File: src/rtl/uart_rx_sync_if.sv
// Serial receive bundle: raw RX line in, byte/strobe/status out.
// The receiver uses master; the consumer/line driver uses slave.
interface uart_rx_sync_if;
    logic       rx;
    logic [7:0] rx_data;
    logic       rx_valid;
    logic       frame_err;
    logic       rx_busy;

    modport master (
        input  rx,
        output rx_data,
        output rx_valid,
        output frame_err,
        output rx_busy
    );

    modport slave (
        output rx,
        input  rx_data,
        input  rx_valid,
        input  frame_err,
        input  rx_busy
    );
endinterface

File: src/rtl/uart_rx_sync.sv
// 8N1 UART receiver: 2-flop synchroniser, mid-bit start check,
// centre sampling LSB first, one-cycle byte strobe and framing error.
module uart_rx_sync #(
    parameter logic [9:0] BPS_CNT = 10'd434
) (
    input  logic          clk,
    input  logic          rst,
    uart_rx_sync_if.master bus
);

    typedef enum logic [2:0] {
        IDLE,
        START,
        DATA,
        STOP,
        WAIT_HIGH
    } state_t;

    localparam logic [9:0] HALF_M1 = (BPS_CNT >> 1) - 10'd1;
    localparam logic [9:0] FULL_M1 = BPS_CNT - 10'd1;

    state_t     state, state_n;
    logic       rx_m, rx_s;
    logic [9:0] cnt, cnt_n;
    logic [2:0] idx, idx_n;
    logic [7:0] sh, sh_n;
    logic [7:0] data_q, data_n;
    logic       valid_q, valid_n;
    logic       ferr_q, ferr_n;

    always_ff @(posedge clk) begin
        if (rst) begin
            rx_m    <= 1'b1;
            rx_s    <= 1'b1;
            state   <= IDLE;
            cnt     <= '0;
            idx     <= '0;
            sh      <= '0;
            data_q  <= '0;
            valid_q <= 1'b0;
            ferr_q  <= 1'b0;
        end else begin
            rx_m    <= bus.rx;
            rx_s    <= rx_m;
            state   <= state_n;
            cnt     <= cnt_n;
            idx     <= idx_n;
            sh      <= sh_n;
            data_q  <= data_n;
            valid_q <= valid_n;
            ferr_q  <= ferr_n;
        end
    end

    always_comb begin
        state_n = state;
        cnt_n   = cnt + 10'd1;
        idx_n   = idx;
        sh_n    = sh;
        data_n  = data_q;
        valid_n = 1'b0;
        ferr_n  = 1'b0;
        unique case (state)
            IDLE: begin
                cnt_n = '0;
                idx_n = '0;
                if (!rx_s) state_n = START;
            end
            START: begin
                if (cnt == HALF_M1) begin
                    cnt_n   = '0;
                    idx_n   = '0;
                    // High at mid start bit means it was only a glitch
                    state_n = rx_s ? IDLE : DATA;
                end
            end
            DATA: begin
                if (cnt == FULL_M1) begin
                    cnt_n = '0;
                    sh_n  = {rx_s, sh[7:1]};
                    idx_n = idx + 3'd1;
                    if (idx == 3'd7) state_n = STOP;
                end
            end
            STOP: begin
                if (cnt == FULL_M1) begin
                    cnt_n = '0;
                    if (rx_s) begin
                        data_n  = sh;
                        valid_n = 1'b1;
                        state_n = IDLE;
                    end else begin
                        ferr_n  = 1'b1;
                        state_n = WAIT_HIGH;
                    end
                end
            end
            WAIT_HIGH: begin
                cnt_n = '0;
                if (rx_s) state_n = IDLE;
            end
            default: begin
                cnt_n   = '0;
                state_n = IDLE;
            end
        endcase
    end

    assign bus.rx_data   = data_q;
    assign bus.rx_valid  = valid_q;
    assign bus.frame_err = ferr_q;
    assign bus.rx_busy   = (state != IDLE);

endmodule
File: src/flat_wrapper.sv
// flat-port wrapper written by rule: the top's interface ports become plain ports
module uart_rx_sync_flat 
#(
    parameter logic [9:0] BPS_CNT = 10'd434
)
  (clk, rst, bus_rx, bus_rx_data, bus_rx_valid, bus_frame_err, bus_rx_busy);
  uart_rx_sync_if bus_i ();
  input  logic clk;
  input  logic rst;
  input wire logic [$bits(bus_i.rx)-1:0] bus_rx;
  output wire logic [$bits(bus_i.rx_data)-1:0] bus_rx_data;
  output wire logic [$bits(bus_i.rx_valid)-1:0] bus_rx_valid;
  output wire logic [$bits(bus_i.frame_err)-1:0] bus_frame_err;
  output wire logic [$bits(bus_i.rx_busy)-1:0] bus_rx_busy;
  assign bus_i.rx = bus_rx;
  assign bus_rx_data = bus_i.rx_data;
  assign bus_rx_valid = bus_i.rx_valid;
  assign bus_frame_err = bus_i.frame_err;
  assign bus_rx_busy = bus_i.rx_busy;
  uart_rx_sync #(.BPS_CNT(BPS_CNT)) u_core (.clk(clk), .rst(rst), .bus(bus_i));
endmodule
File: config.mk
export PLATFORM = sky130hd
export DESIGN_NAME = uart_rx_sync_flat
export DESIGN_NICKNAME = d
export VERILOG_FILES = /design/src/rtl/uart_rx_sync_if.sv /design/src/rtl/uart_rx_sync.sv /design/src/flat_wrapper.sv
export SDC_FILE = /design/constraint.sdc
export NUM_CORES = 1
export LEC_CHECK = 0
export BUFFER_PORTS_ARGS = -buffer_cell sky130_fd_sc_hd__buf_4
export CORE_MARGIN = 5
export CORE_UTILIZATION = 40
export DETAILED_ROUTE_END_ITERATION = 6
export PLACE_DENSITY = 0.67
export SYNTH_ARGS = -nofsm -noshare
export SYNTH_HDL_FRONTEND = slang
export SYNTH_SLANG_ARGS = --single-unit
export TNS_END_PERCENT = 20
File: constraint.sdc
create_clock -name clk -period 1.7 [get_ports clk]
set_input_delay 0.085 -clock clk [delete_from_list [all_inputs] [get_ports clk]]
set_output_delay 0.085 -clock clk [all_outputs]
set_load 0.005 [all_outputs]
==> metrics.cfg <==
[outcome]
status = finished with violations
violations = negative setup slack

[floorplanning]
start_util_pct = 41.1
die_x_um = 73.9
die_y_um = 73.9
fp.dieArea_mm2 = 0.00546
coreArea_mm2 = 0.00397
num_io_pins = 14
rows = 23

[place]
numPortBuffers = 13
place_area_mm2 = 0.00192
gp_congestion = 0.756
dp_hpwl_um = 2430

[setup_path]
cp_max_fo = 5
cp-start-kind = register
crit_family = compound AO/OA/AOI/OAI gates
r2r_start = u_core.cnt[4]
cp-end-kind = register
slowest_delay_ps = 420
worstSetupPathType = reg -> reg
path_cells = or3b_4 -> o31a_1 -> buf_4 -> o21ai_4 -> buf_6 -> nor2_1
cp-startpoint = u_core.cnt[4]
crit_required_ps = 1890
cp_data_arrival_time_ps = 1900
slowest_stage = or3b_4
critical_path_buf_inv_count = 2

[synth]
synth_area_mm2 = 0.00163
syn_nets = 196
yosysTopAreaCellShare_pct = 44.1
seq_area_frac_synth_pct = 44.1
synth_top_area_cell = dfxtp_1
syn_inst = 188
synth-edff-count = 0
synthTopCellsByArea = dfxtp_1 (44%), nand3_1 (6.4%), a21oi_1 (4.9%), o21ai_0 (4.3%), ha_1 (3.8%)
syn_avg_cell_area_um2 = 8.69
synth_most_common_cell = dfxtp_1
ys_top_cells_by_count = dfxtp_1 (36), nand3_1 (21), a21oi_1 (16), o21ai_0 (14), nand2_1 (13)
ys_async_sr_fraction_pct = 0
ys_seq_elements = 36
synthFlopType = dfxtp_1
ys_warn_count = 0
yosysUniqueCellTypes = 45

[sta]
worst_slack_ps = -14.6
drv_slew = 0
post-route-period-util_pct = 101
timing.fmax_mhz = 583
hold_viol = 0
fin_skew_ps = 10.6
min_period_ps = 1710
maxSlewHeadroom_pct = 72.9
rsz0062_at_grt = true
worstMarginPinSlew_ps = 403
setup_viol = 5

[cts]
cts.sinks = 36
insertion_delay_ps = 300
clock_path_buffers = 2
cts_root_buf = clkbuf_8
cts_tree = built
path_clk_slew_ps = 80
htreeDepth = 2
cts_buffers = 5

[drt]
initialDrtViolationCount = 122
ant_nets = 0
drc_errors = 0
dr.pass1.iters = 4
wire_per_inst_um = 14.2
vias = 1500
wl_um = 3950
post_drt_via_cell_ratio = 5.40

[grt]
grtUsageTotal_pct = 14.6
grt-ovfl-total = 0
grt_pass1_vias = 1317
antenna_found_initial = 0
grt_max_degree = 31
grt_pass1_wl_um = 6110

[cells_and_area]
area_delta_synth_final_pct = 36.1
diodes = 0
final_area_mm2 = 0.00222
n_fill_cell = 359
drive_gt1_share_pct = 32.0
nets = 235

[power]
p_leak_nw = 0.833
power.density_mw_per_mm2 = 745
p_total_mw = 1.66
irDropWorstVdd_v = 0.000829

[worst_hold_path]
hp-start = rst
hold_path.class = in -> reg

[flow_run]
max_cap_violations = 0

[state kept, by name, indices dropped and copies added (netlist names)]
name and flops:
u_core.cnt 10, u_core.bus.rx_data 8, u_core.sh 8, u_core.idx 3
u_core.state 3, u_core.bus.frame_err 1, u_core.bus.rx_valid 1, u_core.rx_m 1
u_core.rx_s 1
[worst register-to-register path, stage by stage (launching register included)]
cell     delay [ps]
dfxtp_2         330
or3b_4          420
o31a_1          350
buf_4           160
o21ai_4         160
buf_6           150
nor2_1           50
[cell usage in the layout (no fill, tap or decap), drive strengths merged, types with 2 or more instances in the layout]
master / n
or2: 4
nor2: 12
nor4: 2
or4: 2
ha: 5
nand4: 4
xor2: 7
a21oi: 16
o21ai: 15
o41ai: 2
nor3b: 3
nand3: 21
inv: 5
nand2b: 5
buf: 39
nor3: 6
and3: 3
nand2: 13
dfxtp: 36
clkbuf: 5
and2: 2
[path summary, 6_finish.rpt]
path                            to  slack [ps]  cells past startpoint
max                  u_core.cnt[3]         -10                      6
min          u_core.bus.rx_data[7]         160                      2
max reg2reg          u_core.cnt[3]         -10                      6
min reg2reg            u_core.rx_s         410                      1
[what timing repair did]
| item | CTS | global route |
|---|---|---|
| gates resized for setup | 5 | 35 |
| setup endpoints to repair | 13 | 23 |
| pin swaps | 1 | 12 |
| hold endpoints to repair | 1 | 0 |
| cloned | 0 | 3 |
| setup buffers | 0 | 2 |
| hold buffers | 1 | 0 |
[where the power goes]
part           switching (mW)  total (mW)  internal, mW
clock                   0.331       0.765         0.434
sequential            0.00510       0.851         0.846
combinational          0.0236      0.0399        0.0163
total                   0.360        1.66          1.30
[per-stage QoR]
stage	setup TNS, ps	cells	utilization [%]	hold slack (ps)	setup WS [ps]
6_report	-49.5	278	56.0	156	-14.6
5_1_grt	-603	278	56.0	187	-58.8
4_1_cts	-15.4	273	52.2	157	-15.4
3_5_place_dp	-326	264	48.4	273	-133
3_3_place_gp	-406	264	48.4	272	-170
2_1_floorplan	0	188	-	189	7.20
[layout make-up]
| cell class | count | area [µm²] | share of cell area, % |
|---|---|---|---|
| inverter | 5 | 18.8 | 0.845 |
| multi-input combinational | 139 | 982 | 44.2 |
| tap | 50 | 62.6 | 2.82 |
| timing repair buffer | 40 | 322 | 14.5 |
| sequential | 36 | 726 | 32.7 |
| clock inverter | 3 | 42.5 | 1.91 |
| clock buffer | 5 | 68.8 | 3.10 |
[cell families after synthesis]
group	after synthesis	synth area share, %
xor+xnor	8	4.29
mux	1	0.613
flops	36	44.1
simple gates	84	28.7
buf+inv	14	3.37
fa+ha+maj	5	3.83
compound gates	40	15.1
[routing by layer]
metal  part of all wire [%]  global-route usage [%]  vias to the layer above  routed length [µm]
li1                       -                       -                      757                   -
met1                     49                    20.1                      708                1940
met2                     45                    21.4                       30                1780
met3                    4.4                    3.28                        5                 174
met4                    1.4                    7.24                        0                  57
met5                      0                       0                        -                   0
Note: power is estimated with default switching activity, not from simulation.
